[src/rtl/rr_arbiter.sv]
// Round-robin arbiter: registered one-hot grant plus index, rotating priority,
// tenure ends on release, requester withdrawal or a MAX_HOLD timeout.
module rr_arbiter #(
  parameter int unsigned NUM_REQ  = 8,
  parameter int unsigned MAX_HOLD = 16
) (
  input  logic                       clk,
  input  logic                       rst,
  input  logic [NUM_REQ-1:0]         req_i,
  input  logic                       done_i,
  output logic [NUM_REQ-1:0]         gnt_o,
  output logic [$clog2(NUM_REQ)-1:0] gnt_idx_o,
  output logic                       gnt_valid_o,
  output logic                       timeout_o
);

  localparam int unsigned IDX_W     = $clog2(NUM_REQ);
  localparam int unsigned HOLD_W    = (MAX_HOLD > 0) ? $clog2(MAX_HOLD + 1) : 1;
  localparam int unsigned HOLD_LAST = (MAX_HOLD > 0) ? MAX_HOLD - 1 : 0;

  typedef enum logic {IDLE, GRANT} state_t;

  state_t             state_q, state_d;
  logic [IDX_W-1:0]   ptr_q, ptr_d;
  logic [HOLD_W-1:0]  hold_q, hold_d;
  logic [NUM_REQ-1:0] gnt_d;
  logic [IDX_W-1:0]   idx_d;
  logic               valid_d, timeout_d;

  logic [IDX_W-1:0]   win_m, win_a, win_idx;
  logic               found_m, found_a;
  logic               released, hit_hold;

  // First requester at or above ptr, else lowest requester overall (wrap).
  always_comb begin
    win_m   = '0;
    win_a   = '0;
    found_m = 1'b0;
    found_a = 1'b0;
    for (int i = 0; i < int'(NUM_REQ); i++) begin
      if (req_i[i] && !found_a) begin
        win_a   = IDX_W'(i);
        found_a = 1'b1;
      end
      if (req_i[i] && !found_m && (IDX_W'(i) >= ptr_q)) begin
        win_m   = IDX_W'(i);
        found_m = 1'b1;
      end
    end
    win_idx = found_m ? win_m : win_a;
  end

  // Next-state and next-output logic.
  always_comb begin
    state_d   = state_q;
    ptr_d     = ptr_q;
    hold_d    = hold_q;
    gnt_d     = gnt_o;
    idx_d     = gnt_idx_o;
    valid_d   = gnt_valid_o;
    timeout_d = 1'b0;
    released  = done_i || !req_i[gnt_idx_o];
    hit_hold  = (MAX_HOLD != 0) && (hold_q == HOLD_W'(HOLD_LAST));

    case (state_q)
      IDLE: begin
        if (|req_i) begin
          state_d = GRANT;
          gnt_d   = NUM_REQ'(1) << win_idx;
          idx_d   = win_idx;
          valid_d = 1'b1;
          hold_d  = '0;
        end
      end
      GRANT: begin
        if (released || hit_hold) begin
          state_d   = IDLE;
          gnt_d     = '0;
          idx_d     = '0;
          valid_d   = 1'b0;
          ptr_d     = (gnt_idx_o == IDX_W'(NUM_REQ - 1)) ? '0 : gnt_idx_o + 1'b1;
          // A simultaneous release or withdrawal counts as a normal release.
          timeout_d = !released;
        end else if (hold_q != '1) begin
          hold_d = hold_q + 1'b1;
        end
      end
      default: state_d = IDLE;
    endcase
  end

  always_ff @(posedge clk or posedge rst) begin
    if (rst) begin
      state_q     <= IDLE;
      ptr_q       <= '0;
      hold_q      <= '0;
      gnt_o       <= '0;
      gnt_idx_o   <= '0;
      gnt_valid_o <= 1'b0;
      timeout_o   <= 1'b0;
    end else begin
      state_q     <= state_d;
      ptr_q       <= ptr_d;
      hold_q      <= hold_d;
      gnt_o       <= gnt_d;
      gnt_idx_o   <= idx_d;
      gnt_valid_o <= valid_d;
      timeout_o   <= timeout_d;
    end
  end

endmodule

[config.mk]
export PLATFORM = sky130hd
export DESIGN_NAME = rr_arbiter
export DESIGN_NICKNAME = d
export VERILOG_FILES = /design/src/rtl/rr_arbiter.sv
export SDC_FILE = /design/constraint.sdc
export NUM_CORES = 1
export LEC_CHECK = 0
export BUFFER_PORTS_ARGS = -buffer_cell sky130_fd_sc_hd__clkbuf_2
export CAP_MARGIN = 0
export CORE_ASPECT_RATIO = 0.6
export CORE_MARGIN = 5
export CORE_UTILIZATION = 49
export DETAILED_ROUTE_END_ITERATION = 8
export HOLD_SLACK_MARGIN = 0.06
export PLACE_DENSITY = 0.75
export SLEW_MARGIN = 20
export SYNTH_ARGS = -nofsm -noshare
export SYNTH_HDL_FRONTEND = slang
export SYNTH_SLANG_ARGS = --single-unit
export TNS_END_PERCENT = 50
[constraint.sdc]
create_clock -name clk -period 2 [get_ports clk]
set_clock_uncertainty 0.1 [all_clocks]
set_input_delay 0.1 -clock clk [delete_from_list [all_inputs] [get_ports clk]]
set_output_delay 0.1 -clock clk [all_outputs]
set_load 0.01 [all_outputs]
==> results of run 1 <==
[power by group]
group	switching [mW]	internal, mW
combinational	0.643	0.675
clock	0.145	0.176
sequential	0.179	0.608
[cells in the mapped netlist (all sizes together), types with 2 or more instances]
| cell | number |
|---|---|
| inv | 8 |
| a21oi | 6 |
| nor2b | 3 |
| o2bb2ai | 3 |
| a32o | 2 |
| nor2 | 6 |
| mux2i | 3 |
| buf | 2 |
| dfrtp | 22 |
| ha | 5 |
| a22o | 6 |
| and2 | 2 |
| or2 | 3 |
| nand2b | 4 |
| nand2 | 14 |
| o21ai | 5 |
| a31oi | 5 |
| clkbuf | 3 |
| mux4 | 2 |
| nand3 | 4 |
| nor3b | 3 |
[sequential cells by signal, indices dropped and copies added (netlist names)]
name and cells:
gnt_valid_o 1, gnt_idx_o 3, gnt_o 8, hold_q 5, ptr_q 3, timeout_o 1
state_q 1
[stage by stage]
step,power [mW],TNS [ns],worst slack [ns],cells,instance area [µm²]
after CTS,2.28,-0.286,-0.0961,201,1640
final,2.42,-0.755,-0.0918,206,1720
after global placement,1.82,-0.144,-0.0902,190,1520
after global routing,2.61,-2.18,-0.187,206,1720
after floorplan,1.45,-0.0877,-0.0388,128,1310
after detailed placement,1.87,-0.575,-0.154,190,1520
[logic make-up after synthesis]
logic type	after synthesis	share of synthesized area, %
flip-flops	22	42.7
AND/OR/NAND/NOR	45	19.9
buffers and inverters	13	4.56
multiplexers	6	6.99
adder cells (fa/ha/maj)	5	4.85
AO/OA/AOI/OAI	37	21.0
[worst max-delay path, cell delays in order, from the launching register on]
cell     delay [ns]
dfrtp_1        0.39
ha_2           0.19
and3_4         0.19
ha_4           0.15
or3_4          0.38
buf_4          0.16
nand2_4        0.08
mux2_2         0.33
[worst paths after layout]
kind / start / to / slack [ns] / cells after the start
hold / removal: done_i / gnt_valid_o / 0.16 / 4
setup reg to reg: hold_q[1] / ptr_q[2] / -0.09 / 7
max in group asynchronous: rst / ptr_q[0] / 1.00 / 4
setup / recovery: hold_q[1] / ptr_q[2] / -0.09 / 7
hold reg to reg: hold_q[3] / hold_q[3] / 0.39 / 1
min in group asynchronous: rst / gnt_o[4] / 0.26 / 3
[repair_timing]
| item | CTS | global route |
|---|---|---|
| hold buffers | 2 | 0 |
| resized for setup | 1 | 12 |
| setup buffers | 5 | 4 |
| pin swaps | 5 | 1 |
| endpoints found under the setup margin | 15 | 19 |
| hold endpoints to repair | 12 | 0 |
| gates cloned | 0 | 1 |
[cell type report]
class / count / area (µm²) / share of cell area (%)
clock buffer: 4 / 55.1 / 3.21
multi-input combinational: 94 / 741 / 43.2
inverter: 8 / 30.0 / 1.75
sequential: 22 / 557 / 32.5
tap: 32 / 40.0 / 2.33
timing repair buffer: 46 / 293 / 17.1
[metal layers]
layer,up-vias,global-route usage [%],wire [µm]
li1,566,-,-
met1,573,27.9,1520
met2,62,25.1,1410
met3,3,5.64,381
met4,0,4.36,22
met5,-,0,0
==> run_results.csv, run 1 <==
group,metric,value,unit
worst_hold_path,min_path_type,"in2reg",
drt,vias,1204,
power_and_ir_drop,power_density,1410,nW/µm²
placed_design,io_buffer_count,23,
placed_design,hpwl,2400,µm
cts,clk_latency,0.27,ns
layout,antennaDiodeCount,0,
layout,fillers,187,
timing,worst-slew-pin-transition,0.458,ns
synth,syn-cell-area,1290,µm²
timing,max_freq,478,MHz
global_routing,grt_overflow_total,0,
worst_setup_path,end_kind,"register",
cts,clockBufferDepth,2,
timing,rsz0062_at_grt,"yes",
die,row_count,14,
drt,drtAntennaViolNets,0,
synth,yosysUniqueCellTypes,45,
die,die_x,76.2,µm
layout,num-nets-final,191,
synth,ys_ff_latch,22,
placed_design,place_congestion,0.979,
drt,first_pass_iters,4,
synth,synth_cells,128,
global_routing,grt.total_usage,18.4,%
timing,min_period_over_period,105,%
cts,clk_pin_slew,0.08,ns
global_routing,grt_max_degree,13,
die,die_y,49.7,µm
layout,final_cell_mix,"clkbuf_2 (23), buf_4 (21), dfrtp_1 (17)",
power_and_ir_drop,max-vdd-ir-drop,0.856,mV
layout,drive_gt1_share,43.7,%
synth,synth_largest_area_cell,"dfrtp_1",
outcome,violations,"negative setup slack",
timing,slew_viol_final,0,
synth,synth_area_leaders,"dfrtp_1 (43%), ha_1 (4.9%), nand2_1 (3.8%), a22o_1 (2.7%), a31oi_1 (2.4%)",
timing,relSlewSlack,69.4,%
drt,remaining_drc_errors,0,
timing,hold_viol_final,0,
cts,cts_max_level,1,
synth,yosysWarningCount,0,
power_and_ir_drop,p_leak,0.850,nW
timing,whs,0.163,ns
layout,fin_util,68.5,%
drt,routed_wl,3340,µm
outcome,status,"complete, but fails checks",
worst_setup_path,critical_path.max_fanout,5,
cts,cts_tree,"yes",
worst_setup_path,startpoint_type,"register",
synth,synth_edf_count,0,
timing,setup_viol,17,
drt,routedWlPerCell,16.2,µm
synth,ys_async_sr_fraction,100,%
die,die_area,3790,µm²
cts,clock_sinks,22,
timing,fin_ws,-0.0918,ns
worst_setup_path,crit_required,2.06,ns
global_routing,antenna_found_initial,0,
synth,ys.flop_type,"dfrtp_1",
layout,final_common_cell,"clkbuf_2",
layout,area_growth,33.1,%
cts,numCtsBuffers,3,
synth,syn_avg_cell_area,10.1,µm²
die,start_util,51.4,%
synth,synth_top_cell_area_share,42.7,%
die,core_area,2500,µm²
drt,drt_iter0_drc,93,
timing,period_minus_slack,2.09,ns
synth,synth_seq_area_share,42.7,%
run,drv_cap,0,
worst_setup_path,criticalPathCategory,"reg2reg",
global_routing,grt_pass1_vias,1114,
drt,vias_per_cell,5.84,
global_routing,grt_pass1_wl,5480,µm
cts,cts-root-buf,"clkbuf_8",
die,num_io_pins,24,
worst_setup_path,worstPathArrival,2.15,ns
synth,syn_nets,144,
(Power assumes the default switching activity.)
==> run 2, diff against run 1 <==
Settings changed: MAX_ROUTING_LAYER set to met4.
==> run_results.csv, run 2 (synthesis results as in run 1) <==
group,metric,value,unit
timing,whs,0.165,ns
layout,final_area,1720,µm²
die,die_x,76.2,µm
placed_design,place_area,1520,µm²
global_routing,grt.total_usage,18.9,%
worst_setup_path,crit_chain,"ha_2 > and3_4 > ha_4 > or3_4 > buf_4 > nand2_4 > mux2_2",
cts,cts_max_level,1,
global_routing,grt_overflow_total,0,
worst_setup_path,critical_path.max_fanout,5,
drt,routed_wl,3340,µm
outcome,violations,"negative setup slack",
layout,fin_util,68.5,%
drt,drt_iter0_drc,93,
drt,first_pass_iters,4,
placed_design,dp_cells,190,
cts,cts-root-buf,"clkbuf_8",
die,start_util,51.4,%
outcome,status,"complete, but fails checks",
power_and_ir_drop,clkPwrFrac,13.2,%
power_and_ir_drop,power_frac_seq,32.5,%
worst_setup_path,startpoint_type,"register",
power_and_ir_drop,combPwrFrac,54.4,%
die,num_io_pins,24,
cts,cts_tree,"yes",
run,drv_cap,0,
worst_setup_path,crit_slowest_cell,"dfrtp_1",
worst_setup_path,cpPeakStageDelay,0.40,ns
layout,num-nets-final,191,
global_routing,grt_pass1_vias,1115,
placed_design,place_congestion,0.998,
global_routing,grt_pass1_wl,5480,µm
layout,fillers,187,
die,core_area,2500,µm²
worst_setup_path,end_kind,"register",
power_and_ir_drop,max-vdd-ir-drop,0.855,mV
layout,final_common_cell,"clkbuf_2",
timing,slew_viol_final,0,
layout,antennaDiodeCount,0,
power_and_ir_drop,power.internal,1.46,mW
placed_design,hpwl,2400,µm
worst_setup_path,cp_top_family,"simple AND/OR/NAND/NOR gates",
drt,remaining_drc_errors,0,
cts,clk_pin_slew,0.07,ns
drt,routedWlPerCell,16.2,µm
timing,setup_viol,17,
power_and_ir_drop,power.switching,963,µW
timing,period_minus_slack,2.09,ns
timing,finalSetupTns,-0.761,ns
cts,numCtsBuffers,3,
worst_setup_path,crit_buf_inv,1,
die,row_count,14,
worst_setup_path,crit_required,2.05,ns
die,die_y,49.7,µm
cts,clk_latency,0.27,ns
cts,clockBufferDepth,2,
power_and_ir_drop,p_leak,0.850,nW
timing,fin_ws,-0.0932,ns
layout,finalNonFillerCells,206,
timing,worst-slew-pin-transition,0.458,ns
timing,relSlewSlack,69.4,%
layout,largest_reg_flops,8,
layout,regMostFlops,"gnt_o",
power_and_ir_drop,power.share.switching,39.8,%
worst_hold_path,min_path_type,"in2reg",
placed_design,io_buffer_count,23,
global_routing,grt_max_degree,13,
layout,drive_gt1_share,43.7,%
timing,min_period_over_period,105,%
layout,final_cell_mix,"clkbuf_2 (23), buf_4 (21), dfrtp_1 (17)",
die,die_area,3790,µm²
worst_setup_path,worstPathArrival,2.15,ns
global_routing,antenna_found_initial,0,
layout,area_growth,33.1,%
timing,max_freq,478,MHz
layout,largestRegisters,"gnt_o: 8 flops, hold_q: 5 flops",
drt,drtAntennaViolNets,0,
drt,vias_per_cell,5.84,
timing,rsz0062_at_grt,"yes",
worst_setup_path,criticalPathCategory,"reg2reg",
power_and_ir_drop,power_density,1410,nW/µm²
timing,hold_viol_final,0,
drt,vias,1203,
cts,clock_sinks,22,
[run 2: cell counts in the layout (fill, tap and decap cells not counted)]
No cell type changed its count.
[run 2: power groups by stage]
stage	Sequential [mW]	Clock, mW	Combinational (mW)
finish	0.786	0.319	1.32
global placement	0.774	0	1.05
detailed placement	0.790	0	1.08
CTS	0.774	0.329	1.18
floorplan	0.762	0	0.693
global route	0.811	0.349	1.45
[run 2: cell type report]
type	instances	area [µm²]	area share [%]
well taps	32	40.0	2.33
flip-flops and latches	22	557	32.5
multi-input cells	94	741	43.2
inverters	8	30.0	1.75
clock buffers	4	55.1	3.21
repair buffers	46	293	17.1
[run 2: final timing paths]
kind | from | endpoint | slack (ns) | cells past startpoint
worst max-delay path | hold_q[0] | ptr_q[2] | -0.09 | 7
worst min-delay path | done_i | gnt_valid_o | 0.16 | 4
worst max register to register | hold_q[0] | ptr_q[2] | -0.09 | 7
worst min register to register | hold_q[3] | hold_q[3] | 0.39 | 1
max in group asynchronous | rst | ptr_q[0] | 0.99 | 4
min in group asynchronous | rst | gnt_o[4] | 0.26 | 3
[run 2: tightest hold or removal path, stage by stage]
cell and delay [ns]:
clkbuf_2 0.09, or3_4 0.13, buf_4 0.11, a21oi_1 0.06
[run 2: per-stage QoR]
step           setup WS, ns  power [mW]
6_report            -0.0932        2.42
2_1_floorplan       -0.0388        1.45
4_1_cts             -0.0961        2.28
3_5_place_dp         -0.154        1.87
3_3_place_gp        -0.0902        1.82
5_1_grt              -0.187        2.61
[run 2: per-layer routing]
layer | vias to the layer above | wire [µm] | global-route usage (%)
li1 | 566 | - | -
met1 | 575 | 1520 | 27.9
met2 | 59 | 1410 | 25.1
met3 | 3 | 383 | 5.64
met4 | 0 | 22 | 4.36
met5 | - | 0 | -
[run 2: timing repair]
action / CTS / global route
hold endpoints to repair: 12 / 0
setup buffers: 5 / 4
gates resized for setup: 1 / 12
hold buffers: 2 / 0
pin swaps: 5 / 1
cloned: 0 / 1
setup endpoints to repair: 15 / 19
==> run 3, diff against run 2 <==
Settings changed: CORE_UTILIZATION 49 to 50, PLACE_DENSITY 0.75 to 0.73.
Clock period 2 ns to 2.65 ns, I/O delays scaled along.
==> run_results.csv, run 3 (synthesis results as in run 1) <==
group,metric,value,unit
cts,cts_tree,"yes",
timing,finalSetupTns,0,ns
timing,max_freq,445,MHz
drt,vias,1066,
timing,period_minus_slack,2.25,ns
drt,remaining_drc_errors,0,
timing,slew_viol_final,0,
layout,antennaDiodeCount,0,
placed_design,hpwl,2210,µm
placed_design,dp_slack,0.418,ns
drt,routedWlPerCell,15.3,µm
timing,relSlewSlack,47.6,%
layout,final_common_cell,"clkbuf_2",
drt,first_pass_iters,4,
cts,clock_sinks,22,
drt,routed_wl,2810,µm
worst_setup_path,crit_top_cell,"ha_1",
worst_setup_path,worstPathArrival,2.29,ns
cts,cts_resized,0,
die,start_util,51.8,%
worst_setup_path,end_kind,"register",
global_routing,grtUsageMet2,21.8,%
die,core_area,2490,µm²
timing,rsz0062_at_grt,"no",
timing,fin_ws,0.403,ns
layout,largest_reg_flops,8,
global_routing,grt_max_degree,23,
drt,drtAntennaViolNets,0,
timing,min_period_over_period,84.8,%
die,row_count,14,
cts,clk_latency,0.26,ns
worst_setup_path,critical_path.max_fanout,5,
placed_design,io_buffer_count,23,
layout,drive_gt1_share,25.0,%
global_routing,grt.total_usage,17.4,%
global_routing,grtUsageMet3,7.20,%
global_routing,grt_pass1_wl,4860,µm
worst_setup_path,crit_required,2.70,ns
die,die_area,3730,µm²
drt,drt_iter0_drc,48,
worst_hold_path,min_path_type,"reg2reg",
worst_setup_path,criticalPathCategory,"reg2reg",
layout,fillers,210,
cts,cts-root-buf,"clkbuf_8",
global_routing,grt_overflow_total,0,
timing,hold_viol_final,0,
power_and_ir_drop,p_leak,0.745,nW
layout,num-nets-final,169,
drt,vias_per_cell,5.79,
global_routing,grt_pass1_vias,1046,
outcome,status,"completed",
cts,clk_pin_slew,0.07,ns
cts,cts_max_level,1,
global_routing,grt_util_met1,26.0,%
worst_setup_path,startpoint_type,"register",
layout,final_cell_mix,"clkbuf_2 (23), dfrtp_1 (22), nand2_1 (13)",
die,die_x,75.5,µm
timing,worst-slew-pin-transition,0.785,ns
global_routing,antenna_found_initial,0,
cts,clockBufferDepth,2,
placed_design,place_congestion,0.961,
cts,numCtsBuffers,3,
power_and_ir_drop,power_density,1010,nW/µm²
die,num_io_pins,24,
global_routing,gr-max-usage-layer,"met1",
run,drv_cap,0,
worst_setup_path,crit_chain,"ha_1 > and3_1 > ha_1 > or3_4 > nor3b_4 > nand4_1 > mux2i_1",
layout,largestRegisters,"gnt_o: 8 flops, hold_q: 5 flops",
timing,setup_viol,0,
layout,regMostFlops,"gnt_o",
worst_setup_path,cpPeakStageDelay,0.42,ns
die,die_y,49.3,µm
power_and_ir_drop,max-vdd-ir-drop,0.446,mV
layout,area_growth,15.6,%
worst_setup_path,crit_slowest_cell,"dfrtp_1",
==> run 3: cell count changes in the layout (fill, tap and decap cells not counted), moves of 2 or more <==
cell       previous run  this run
dfrtp_1              17        22
ha_1                  3         5
o2bb2ai_2             2         0
dfrtp_2               5         0
o2bb2ai_1             1         3
buf_4                21         0
==> run 3: worst paths after layout <==
kind	start	endpoint	slack (ns)	cells past startpoint
max	hold_q[0]	hold_q[3]	0.40	7
min	hold_q[3]	hold_q[3]	0.39	1
max reg2reg	hold_q[0]	hold_q[3]	0.40	7
min reg2reg	hold_q[3]	hold_q[3]	0.39	1
max in group asynchronous	rst	ptr_q[2]	1.52	3
min in group asynchronous	rst	gnt_o[0]	0.44	3
==> run 3: timing repair <==
item | CTS | global route
hold buffers | 2 | 0
buffers inserted | 0 | 0
hold endpoints to repair | 23 | 0
==> run 3: critical path, delay by kind of cell (launching register included) <==
| family | cells | cell delay, ns |
|---|---|---|
| simple gates | 4 | 1.05 |
| fa+ha+maj | 2 | 0.42 |
| mux | 1 | 0.14 |
| flops | 1 | 0.42 |
==> run 3: power breakdown <==
part / switching (mW) / total, mW / internal (mW)
combinational: 0.361 / 0.663 / 0.302
sequential: 0.156 / 0.607 / 0.451
clock: 0.101 / 0.234 / 0.132
total: 0.619 / 1.50 / 0.886
==> run 3: cell type report <==
type | instances | area (µm²) | share of cell area, %
Clock buffer | 4 | 55.1 | 3.69
Sequential cell | 22 | 551 | 36.9
Multi-Input combinational cell | 93 | 679 | 45.6
Inverter | 8 | 30.0 | 2.02
Tap cell | 32 | 40.0 | 2.69
Timing Repair Buffer | 25 | 135 | 9.07
==> run 3: through the flow <==
stage	hold WS (ns)	utilization [%]	power [mW]	std cells	instance area (µm²)
6_report	0.386	59.9	1.50	184	1490
5_1_grt	0.427	59.9	1.63	184	1490
4_1_cts	0.368	59.9	1.51	184	1490
3_5_place_dp	0.214	56.9	1.27	178	1420
3_3_place_gp	0.194	56.9	1.25	178	1420
2_1_floorplan	0.0217	-	1.09	128	1290
==> run 3: metal layers <==
| layer | wire, µm | share of wire (%) |
|---|---|---|
| met1 | 1420 | 51 |
| met2 | 1080 | 39 |
| met3 | 288 | 10 |
| met4 | 14 | 0.50 |
| met5 | 0 | 0 |
